<file path="src/rtl/mq_byte_packer_pkg.sv">
// Shared constants, error bit indices and packer state encoding for the MQ byte packer.
package mq_pkg;

    localparam int unsigned MQ_BYTE_W    = 8;
    localparam int unsigned MQ_BP_W      = 8;
    localparam int unsigned MQ_CARRY_BIT = 8;

    localparam int unsigned ERR_OVF      = 0;
    localparam int unsigned ERR_BP_SKIP  = 1;
    localparam int unsigned ERR_CARRY_FF = 2;
    localparam int unsigned ERR_W        = 3;

    typedef enum logic [1:0] {
        ST_IDLE   = 2'd0,
        ST_ACTIVE = 2'd1,
        ST_FLUSH  = 2'd2,
        ST_DRAIN  = 2'd3
    } pk_state_e;

    typedef struct packed {
        logic                 last;
        logic [MQ_BYTE_W-1:0] data;
    } fifo_entry_t;

    // Deferred carry applied to a held byte; 0xFF + 1 wraps to 0x00.
    function automatic logic [MQ_BYTE_W-1:0] apply_carry(input logic [MQ_BYTE_W-1:0] b,
                                                         input logic                 c);
        return b + {{(MQ_BYTE_W-1){1'b0}}, c};
    endfunction

endpackage

</file>
<file path="src/rtl/mq_byte_packer_if.sv">
// Valid/ready byte stream from the packer to the codestream writer.
interface mq_byte_packer_if;
    import mq_pkg::*;

    logic [MQ_BYTE_W-1:0] m_data;
    logic                 m_valid;
    logic                 m_last;
    logic                 m_ready;

    modport master (output m_data, output m_valid, output m_last, input  m_ready);
    modport slave  (input  m_data, input  m_valid, input  m_last, output m_ready);

endinterface

</file>
<file path="src/rtl/mq_byte_packer_fifo.sv">
// Byte FIFO of {last, data} entries with registered occupancy count.
module mq_byte_fifo
    import mq_pkg::*;
#(
    parameter int unsigned DEPTH    = 16,
    parameter int unsigned AF_LEVEL = 12
) (
    input  logic        clk,
    input  logic        rst,
    input  logic        push,
    input  fifo_entry_t push_data,
    input  logic        pop,
    output fifo_entry_t head,
    output logic        empty,
    output logic        full,
    output logic        almost_full,
    output logic        overflow
);

    localparam int unsigned PTR_W = $clog2(DEPTH);
    localparam int unsigned CNT_W = PTR_W + 1;

    logic [PTR_W-1:0] wr_ptr_q, wr_ptr_d;
    logic [PTR_W-1:0] rd_ptr_q, rd_ptr_d;
    logic [CNT_W-1:0] count_q, count_d;
    logic             wr_en;
    logic             rd_en;
    fifo_entry_t      mem_q [DEPTH];

    always_comb begin
        empty       = (count_q == '0);
        full        = (count_q == CNT_W'(DEPTH));
        almost_full = (count_q >= CNT_W'(AF_LEVEL));
        rd_en       = pop && !empty;
        // A pop in the same cycle frees the slot, so a push into a full FIFO still lands.
        wr_en       = push && (!full || rd_en);
        overflow    = push && full && !rd_en;
        head        = mem_q[rd_ptr_q];

        wr_ptr_d = wr_en ? wr_ptr_q + PTR_W'(1) : wr_ptr_q;
        rd_ptr_d = rd_en ? rd_ptr_q + PTR_W'(1) : rd_ptr_q;
        count_d  = count_q;
        if (wr_en && !rd_en) begin
            count_d = count_q + CNT_W'(1);
        end else if (rd_en && !wr_en) begin
            count_d = count_q - CNT_W'(1);
        end
    end

    always_ff @(posedge clk or negedge rst) begin
        if (!rst) begin
            wr_ptr_q <= '0;
            rd_ptr_q <= '0;
            count_q  <= '0;
        end else begin
            wr_ptr_q <= wr_ptr_d;
            rd_ptr_q <= rd_ptr_d;
            count_q  <= count_d;
        end
    end

    always_ff @(posedge clk) begin
        if (wr_en) begin
            mem_q[wr_ptr_q] <= push_data;
        end
    end

endmodule

</file>
<file path="src/rtl/mq_byte_packer.sv">
// MQ coder byte packer: detects byte events from BP advance, applies deferred carry,
// buffers bytes and emits them on a valid/ready stream with end-of-segment flush.
module mq_byte_packer
    import mq_pkg::*;
#(
    parameter int unsigned DEPTH    = 16,
    parameter int unsigned AF_LEVEL = 12
) (
    input  logic               clk,
    input  logic               rst,
    input  logic [15:0]        byte_in,
    input  logic [MQ_BP_W-1:0] bp_in,
    input  logic               flush_in,
    mq_byte_packer_if.master   m_if,
    output logic               almost_full,
    output logic               done,
    output logic [ERR_W-1:0]   err,
    output logic [15:0]        byte_cnt
);

    logic [MQ_BP_W-1:0]   bp_prev_q, bp_prev_d;
    logic [MQ_BP_W-1:0]   bp_delta;
    logic                 evt_q, evt_d;
    logic                 evt_skip_q, evt_skip_d;
    logic                 evt_carry_q, evt_carry_d;
    logic [MQ_BYTE_W-1:0] evt_byte_q, evt_byte_d;

    pk_state_e            state_q, state_d;
    logic [MQ_BYTE_W-1:0] hold_q, hold_d;
    logic                 hv_q, hv_d;
    logic                 done_q, done_d;
    logic [ERR_W-1:0]     err_q, err_d;
    logic [15:0]          byte_cnt_q, byte_cnt_d;

    logic                 take_evt;
    logic                 push;
    fifo_entry_t          push_entry;
    fifo_entry_t          fifo_head;
    logic                 fifo_empty;
    logic                 fifo_full_unused;
    logic                 fifo_overflow;
    logic                 accept;
    logic                 unused_byte_hi;

    assign unused_byte_hi = ^byte_in[15:MQ_CARRY_BIT+1];

    mq_byte_fifo #(
        .DEPTH    (DEPTH),
        .AF_LEVEL (AF_LEVEL)
    ) u_fifo (
        .clk         (clk),
        .rst         (rst),
        .push        (push),
        .push_data   (push_entry),
        .pop         (m_if.m_ready),
        .head        (fifo_head),
        .empty       (fifo_empty),
        .full        (fifo_full_unused),
        .almost_full (almost_full),
        .overflow    (fifo_overflow)
    );

    assign m_if.m_valid = !fifo_empty;
    assign m_if.m_data  = fifo_head.data;
    assign m_if.m_last  = fifo_head.last;
    assign accept       = !fifo_empty && m_if.m_ready;

    assign done     = done_q;
    assign err      = err_q;
    assign byte_cnt = byte_cnt_q;

    always_comb begin
        bp_prev_d   = bp_in;
        bp_delta    = bp_in - bp_prev_q;
        evt_d       = (bp_in != bp_prev_q);
        evt_skip_d  = evt_d && (bp_delta != MQ_BP_W'(1));
        evt_carry_d = byte_in[MQ_CARRY_BIT];
        evt_byte_d  = byte_in[MQ_BYTE_W-1:0];

        state_d    = state_q;
        hold_d     = hold_q;
        hv_d       = hv_q;
        done_d     = done_q;
        err_d      = err_q;
        byte_cnt_d = byte_cnt_q + 16'(accept);
        push       = 1'b0;
        push_entry = '0;

        // FLUSH owns the push port, so an event landing there only reloads H.
        take_evt = evt_q && (state_q != ST_FLUSH);
        if (take_evt) begin
            hold_d = evt_byte_q;
            hv_d   = 1'b1;
            if (hv_q) begin
                push       = 1'b1;
                push_entry = '{last: 1'b0, data: apply_carry(hold_q, evt_carry_q)};
                if (evt_carry_q && (hold_q == '1)) begin
                    err_d[ERR_CARRY_FF] = 1'b1;
                end
            end
        end
        if (evt_q && evt_skip_q) begin
            err_d[ERR_BP_SKIP] = 1'b1;
        end
        if (fifo_overflow) begin
            err_d[ERR_OVF] = 1'b1;
        end

        case (state_q)
            ST_IDLE: begin
                if (evt_q) begin
                    done_d  = 1'b0;
                    state_d = ST_ACTIVE;
                end
            end
            ST_ACTIVE: begin
                if (flush_in) begin
                    state_d = ST_FLUSH;
                end
            end
            ST_FLUSH: begin
                push       = hv_q;
                push_entry = '{last: 1'b1, data: hold_q};
                hv_d       = evt_q;
                if (evt_q) begin
                    hold_d = evt_byte_q;
                end
                state_d = ST_DRAIN;
            end
            ST_DRAIN: begin
                // A new byte during drain opens the next segment; the tagged byte still drains.
                if (evt_q) begin
                    state_d = ST_ACTIVE;
                end else if (fifo_empty) begin
                    done_d  = 1'b1;
                    state_d = ST_IDLE;
                end
            end
            default: state_d = ST_IDLE;
        endcase
    end

    always_ff @(posedge clk or negedge rst) begin
        if (!rst) begin
            bp_prev_q   <= '0;
            evt_q       <= 1'b0;
            evt_skip_q  <= 1'b0;
            evt_carry_q <= 1'b0;
            evt_byte_q  <= '0;
            state_q     <= ST_IDLE;
            hold_q      <= '0;
            hv_q        <= 1'b0;
            done_q      <= 1'b0;
            err_q       <= '0;
            byte_cnt_q  <= '0;
        end else begin
            bp_prev_q   <= bp_prev_d;
            evt_q       <= evt_d;
            evt_skip_q  <= evt_skip_d;
            evt_carry_q <= evt_carry_d;
            evt_byte_q  <= evt_byte_d;
            state_q     <= state_d;
            hold_q      <= hold_d;
            hv_q        <= hv_d;
            done_q      <= done_d;
            err_q       <= err_d;
            byte_cnt_q  <= byte_cnt_d;
        end
    end

endmodule

</file>
<file path="src/flat_wrapper.sv">
// flat-port wrapper written by rule: the top's interface ports become plain ports
module mq_byte_packer_flat import mq_pkg::*;
#(
    parameter int unsigned DEPTH    = 16,
    parameter int unsigned AF_LEVEL = 12
)
  (clk, rst, byte_in, bp_in, flush_in, almost_full, done, err, byte_cnt, m_if_m_data, m_if_m_valid, m_if_m_last, m_if_m_ready);
  mq_byte_packer_if m_if_i ();
  input  logic clk;
  input  logic rst;
  input  logic [15:0] byte_in;
  input  logic [MQ_BP_W-1:0] bp_in;
  input  logic flush_in;
  output logic almost_full;
  output logic done;
  output logic [ERR_W-1:0] err;
  output logic [15:0] byte_cnt;
  output wire logic [$bits(m_if_i.m_data)-1:0] m_if_m_data;
  output wire logic [$bits(m_if_i.m_valid)-1:0] m_if_m_valid;
  output wire logic [$bits(m_if_i.m_last)-1:0] m_if_m_last;
  input wire logic [$bits(m_if_i.m_ready)-1:0] m_if_m_ready;
  assign m_if_m_data = m_if_i.m_data;
  assign m_if_m_valid = m_if_i.m_valid;
  assign m_if_m_last = m_if_i.m_last;
  assign m_if_i.m_ready = m_if_m_ready;
  mq_byte_packer #(.DEPTH(DEPTH), .AF_LEVEL(AF_LEVEL)) u_core (.clk(clk), .rst(rst), .byte_in(byte_in), .bp_in(bp_in), .flush_in(flush_in), .m_if(m_if_i), .almost_full(almost_full), .done(done), .err(err), .byte_cnt(byte_cnt));
endmodule
</file>
<file path="config.mk">
export PLATFORM = sky130hd
export DESIGN_NAME = mq_byte_packer_flat
export DESIGN_NICKNAME = d
export VERILOG_FILES = /design/src/rtl/mq_byte_packer_pkg.sv /design/src/rtl/mq_byte_packer_if.sv /design/src/rtl/mq_byte_packer_fifo.sv /design/src/rtl/mq_byte_packer.sv /design/src/flat_wrapper.sv
export SDC_FILE = /design/constraint.sdc
export NUM_CORES = 1
export LEC_CHECK = 0
export ABC_AREA = 1
export BUFFER_PORTS_ARGS = -buffer_cell sky130_fd_sc_hd__buf_2
export CAP_MARGIN = 40
export CORE_AREA = 2 2 133 135
export DETAILED_ROUTE_END_ITERATION = 16
export DIE_AREA = 0 0 135 137
export PLACE_DENSITY_LB_ADDON = 0.1
export SKIP_LAST_GASP = 1
export SYNTH_ARGS = -nofsm -noshare
export SYNTH_HDL_FRONTEND = slang
export SYNTH_SLANG_ARGS = --single-unit
</file>
<file path="constraint.sdc">
create_clock -name clk -period 2.8 [get_ports clk]
set_input_delay 0.14 -clock clk [delete_from_list [all_inputs] [get_ports clk]]
set_output_delay 0.14 -clock clk [all_outputs]
set_load 0.05 [all_outputs]
</file>
**Yosys cells after proc, flatten, opt, wreduce, memory -nomap -nowiden**

Memory sizes are Yosys's and may differ from the RTL's.
Cells that the tools add are included.

- Register bits after elaboration: 63
- Memory bits (writable): 144
- Output and inout bits: 31
- Memories kept: 1

- Add/subtract/negate cells: 7
- $lt $le $gt $ge: 1
- Eq/ne operators: 13
- Multiplexer cells: 24
- Reduce and logical (&&, ||, !) cells: 23

Memory list:

| memory | depth | bits a word | read ports | clocked after Yosys merged registers in | wr ports | RTL line | text |
|---|---|---|---|---|---|---|---|
| u_core.u_fifo.mem_q | 16 | 9 | 1 | 0 | 1 | mq_byte_packer_fifo.sv:28 | `fifo_entry_t mem_q [DEPTH];` |

Operator list:

| cell | count |
|---|---|
| 2-to-1 mux 8 bit | 4 |
| 2-to-1 mux 9 bit | 2 |
| adder 16 x 1 -> 16 bit | 1 |
| logical AND 1 bit | 10 |
| 2-to-1 mux 1 bit | 10 |
| 2-to-1 mux 5 bit | 2 |
| adder 4 x 1 -> 4 bit, second input constant | 2 |
| adder 8 x 1 -> 8 bit | 1 |
| equality test 8 bit, second input constant | 1 |
| 2-to-1 mux 2 bit | 4 |
| != test 8 x 1 -> 1 bit, second input constant | 1 |
| != test 8 bit | 1 |
| case mux 2 bit (4 select lines) | 1 |
| subtractor 8 bit | 1 |
| != test 2 bit, second input constant | 3 |
| AND reduction 3 bit | 2 |
| nonzero test 2 bit | 3 |
| adder 5 x 1 -> 5 bit, second input constant | 1 |
| equality test 5 bit, second input constant | 1 |
| >= comparator 5 x 4 -> 1 bit, second input constant | 1 |
| logical NOT 5 bit | 1 |
| subtractor 5 x 1 -> 5 bit, second input constant | 1 |
| equality test 2 bit, second input constant | 2 |
| logical NOT 1 bit | 4 |
| 7 further kinds | 8 |

**Longest topological paths before layout**

- Depth in word-level cells: 9
- Gate-level depth with buffers: 14
- Mapped depth without buffers: 14

**By module**

From an unflattened synthesis, not the netlist that was laid out.

- Cells, all modules: 983
- Area total of the unflattened synthesis: 9785.6 um2

Modules (own cells, without submodules):

| module | instances | cells each | area an instance (um2) | sequential area each (um2) |
|---|---|---|---|---|
| mq_byte_fifo | 1 | 700 | 7247.0 | 4649.5 |
| mq_byte_packer | 1 | 283 | 2538.7 | 1251.2 |

**Least setup slack after synthesis**

No wires, ideal clock.

- Path kind: reg2reg
- Start point: register u_core.state_q[0]
- End point: register u_core.u_fifo.count_q[4]
- Setup time: 0.131 ns
- Arrival time: 2.595 ns
- Required time: 2.669 ns
- Slack: 0.074 ns
- Cell stages (with the launch flop): 15
- Cells stage by stage: dfrtp_1 -> inv_1 -> ha_1 -> inv_2 -> a21oi_2 -> inv_2 -> nor2_8 -> ha_1 -> inv_1 -> fa_1 -> nand3_1 -> nand2_1 -> a21oi_1 -> o21ai_0 -> xor2_1

- Word-level cells in the longest chain between the ends: 8
- Elaborated cells on any way between the ends: 11
- Those cells by class: eq/ne (2); mux (3); reduce/logical (6)

RTL lines:

| element | RTL line | text |
|---|---|---|
| from (decl) | mq_byte_packer.sv:28 | `pk_state_e state_q, state_d;` |
| from (signal assigned) | mq_byte_packer.sv:162 | `state_q <= state_d;` |
| != test 2 bit | mq_byte_packer.sv:90 | `take_evt = evt_q && (state_q != ST_FLUSH);` |
| logical AND 1 bit | mq_byte_packer.sv:90 |  |
| 2-to-1 mux 1 bit | mq_byte_packer.sv:91 | `if (take_evt) begin` |
| 2-to-1 mux 1 bit (*) | mq_byte_packer.sv:109 | `case (state_q)` |
| logical AND 1 bit (*) | mq_byte_packer_fifo.sv:36 | `wr_en = push && (!full \|\| rd_en);` |
| via u_core.u_fifo.wr_en | mq_byte_packer_fifo.sv:26 | `logic wr_en;` |
| logical NOT 1 bit | mq_byte_packer_fifo.sv:45 | `end else if (rd_en && !wr_en) begin` |
| logical AND 1 bit | mq_byte_packer_fifo.sv:45 |  |
| nonzero test 2 bit (no line) | -- |  |
| to (signal assigned) | mq_byte_packer_fifo.sv:58 | `count_q <= count_d;` |
| to (decl) | mq_byte_packer_fifo.sv:25 | `logic [CNT_W-1:0] count_q, count_d;` |

The timed path passes the listed nets; every way through them passes the cells marked *.
A chain may end at the register's enable or synchronous reset.

**Worst setup path after layout**

- Start point: register u_core.u_fifo.rd_ptr_q[0]
- End point: output m_if_m_data[7]

- Word-level cells in the longest chain between the ends: 1

RTL lines:

| element | RTL line | text |
|---|---|---|
| from (decl) | mq_byte_packer_fifo.sv:24 | `logic [PTR_W-1:0] rd_ptr_q, rd_ptr_d;` |
| from (signal assigned) | mq_byte_packer_fifo.sv:57 | `rd_ptr_q <= rd_ptr_d;` |
| memory read (16 x 9 bit) | -- |  |
| to (decl) | flat_wrapper.sv:18 | `output wire logic [$bits(m_if_i.m_data)-1:0] m_if_m_data;` |

Every way passes these cells.

==> flow_summary.yaml <==
worst_setup_path:
  crit_path_max_fanout: 74
  crit_path_end: "m_if_m_data[7]"
  required_ns: 2.66
  worstSetupStartpoint: "u_core.u_fifo.rd_ptr_q[0]$_DFFE_PN0N_"
  arrival_ns: 2.51
  reg2reg_from: "u_core.state_q[0]$_DFFE_PN0P_"
  critical_path_class: "reg2out"
  slowest_stage: "buf_4"
  worstReg2RegEnd: "u_core.u_fifo.count_q[4]$_DFFE_PN0P_"
  cp-end-kind: "primary output"
  max_stage_delay_ns: 0.57
  r2r_slack_ns: 0.31
  start_kind: "flop"
  critPathMostFrequentCell: "o211ai_1"
  path_cells: "buf_4 -> o21ai_0 -> o211ai_1 -> o211ai_1 -> nand2_1 -> buf_2"
  rr_worst_depth: 14
floorplanning:
  die_width_um: 135
  die_h_um: 137
  ios: 59
  core_area_sq_um: 17060
  die_area_sq_um: 18500
  rows: 48
  start_util_pct: 52.92
final_layout:
  area_growth_syn_to_layout_pct: 17.20
  drive_above_1_share_pct: 16.10
  mostFrequentLayoutCell: "edfxtp_1"
  design_area_sq_um: 10580
  num_antenna_cells: 0
  layout.nets: 946
  fillers: 1404
  final_cell_mix: "edfxtp_1, nor2_1, o21ai_0"
grt:
  gr-total-overflow: 0
  grt_use_total_pct: 20.74
  antenna_found_initial: 0
  grt_pass1_vias: 6091
  grt_max_degree: 75
  grt_pass1_wl_um: 30350
route:
  dr.pass1.iters: 5
  avgViaCountPerCell: 5.296
  drc: 0
  wl_per_cell_um: 16.23
  finalWirelength_um: 18370
  num_vias: 5995
  drt-initial-drc-count: 377
  ant_nets: 0
sta:
  max_freq_mhz: 377.2
  setup_tns_ns: 0
  hold_viol_final: 0
  finalCriticalPeriod_ns: 2.651
  rsz0062_at_grt: "false"
  setup_violations: 0
  worstMarginPinSlew_ns: 0.6980
  final.setup_skew_ns: 0.01610
  drv_slew: 0
  slew_headroom_pct: 53.46
  period_share_pct: 94.69
logic_synthesis:
  synthFlopType: "edfxtp_1"
  synth_edf_count: 144
  async_flop_share_pct: 30.43
  yosysSeqAreaShare_pct: 65.37
  yosys.area.top_type: "edfxtp_1"
  synth_area_sq_um: 9026
  synth.area.top_cells: "edfxtp_1, dfrtp_1, nor2_1, o21ai_0, ha_1"
  synth-seq-cells: 207
  synthesis.nets: 848
  postSynthAreaPerCell_sq_um: 11.38
  synthCells: 793
  yosys_warnings: 0
  synth_top_area_share_pct: 47.91
  ys_types: 42
place:
  gp_congestion: 0.9212
  hpwlAfterDp_um: 12090
  placed_area_sq_um: 9704
  port_buffers: 51
min_path:
  hold_path_class: "in2reg"
  hold_path_depth: 3
clock_network:
  cts-htree-levels: 1
  cts_sinks: 207
  clockRootBuffer: "clkbuf_16"
  clk_latency_ns: 0.50
  cts_tree: "done"
  clock_path_buffers: 3
  numCtsBuffers: 22
  clk_pin_slew_ns: 0.06
pwr:
  leakage_nw: 4.276
  p_per_area_nw_per_um2: 1109
  max-vdd-ir-drop_uv: 619.9
flow_run:
  max-cap-violations: 0
outcome:
  outcome: "complete, no violations"
per-stage QoR:
step	cells	hold slack (ns)	setup WS (ns)	util, %	total power, mW
after floorplan	793	-0.1556	0.07435	-	7.707
after detailed placement	1073	0.1511	0.09373	56.90	9.046
after CTS	1131	0.01186	0.08191	61.98	11.82
after global placement	1072	0.2482	0.2031	56.73	8.877
final	1132	0.02637	0.1486	62.02	11.73
after global routing	1132	0.02704	0.0007063	62.02	12.44
timing repair:
item | 4_1_cts | 5_1_grt
endpoints found under the setup margin | 0 | 2
buffers inserted | 0 | 1
hold buffers | 18 | 0
resized for setup | 0 | 1
endpoints found under the hold margin | 52 | 0
kinds of logic after synthesis:
family	Yosys count	synth area share (%)
simple gates	278	13.43
compound gates	165	10.38
buf+inv	91	4.394
flops	207	65.37
fa+ha+maj	27	3.909
xor+xnor	25	2.509
registers in the layout, summed over array words and instances (netlist names), 2 cells and up, named ones only:
| register | cells |
|---|---|
| u_core.u_fifo.mem_q | 144 |
| u_core.evt_byte_q | 8 |
| u_core.u_fifo.wr_ptr_q | 4 |
| u_core.u_fifo.rd_ptr_q | 4 |
| u_core.err | 3 |
| u_core.byte_cnt | 16 |
| u_core.u_fifo.count_q | 5 |
| u_core.state_q | 2 |
| u_core.bp_prev_q | 8 |
Yosys cell counts, types with 14 or more instances:
cell      count
nor2_1      139
dfrtp_1      63
xor2_1       17
ha_1         25
inv_1        54
nand2_1      83
a21oi_1      14
o21ai_1      17
o21ai_0      88
edfxtp_1    144
o211ai_1     36
nand3_1      28
worst min path at each step:
stage	from	to	slack [ns]
3_3_place_gp	byte_in[7]	u_core.evt_byte_q[7]$_DFF_PN0_	0.25
3_5_place_dp	rst	u_core.bp_prev_q[3]$_DFF_PN0_	0.15
2_1_floorplan	rst	async pin	-0.16
4_1_cts	m_if_m_ready	u_core.err[0]$_DFFE_PN0P_	0.01
6_report	m_if_m_ready	u_core.err[0]$_DFFE_PN0P_	0.03
5_1_grt	m_if_m_ready	u_core.err[0]$_DFFE_PN0P_	0.03
final cells by class:
cell class / count / area, sq um / share of cell area (%)
tap: 225 / 281.5 / 2.661
clock buffer: 34 / 615.6 / 5.819
sequential: 207 / 5903 / 55.80
multi-input combinational: 495 / 2729 / 25.80
timing repair buffer: 105 / 750.7 / 7.096
clock inverter: 6 / 71.32 / 0.6742
inverter: 60 / 227.7 / 2.153
worst max-delay path: cells and delay by family (launching register included):
family	cells	cell delay, ns
buffers and inverters	2	0.84
DFF	1	0.38
AOI/OAI and AO/OA	3	0.65
and+or+nand+nor	1	0.13
metal layers:
layer | track usage, % | routed length, um | vias up
met5 | 0 | 0 | -
met4 | 5.093 | 259 | 0
met3 | 2.704 | 713 | 22
met2 | 37.39 | 9459 | 110
met1 | 26.77 | 7939 | 2931
li1 | - | - | 2932
power breakdown:
part / total, mW / switching [mW] / internal (mW)
registers: 4.57 / 0.332 / 4.24
clock network: 2.74 / 1.13 / 1.61
logic: 4.41 / 3.13 / 1.28
Note: power is estimated with default switching activity, not from simulation.
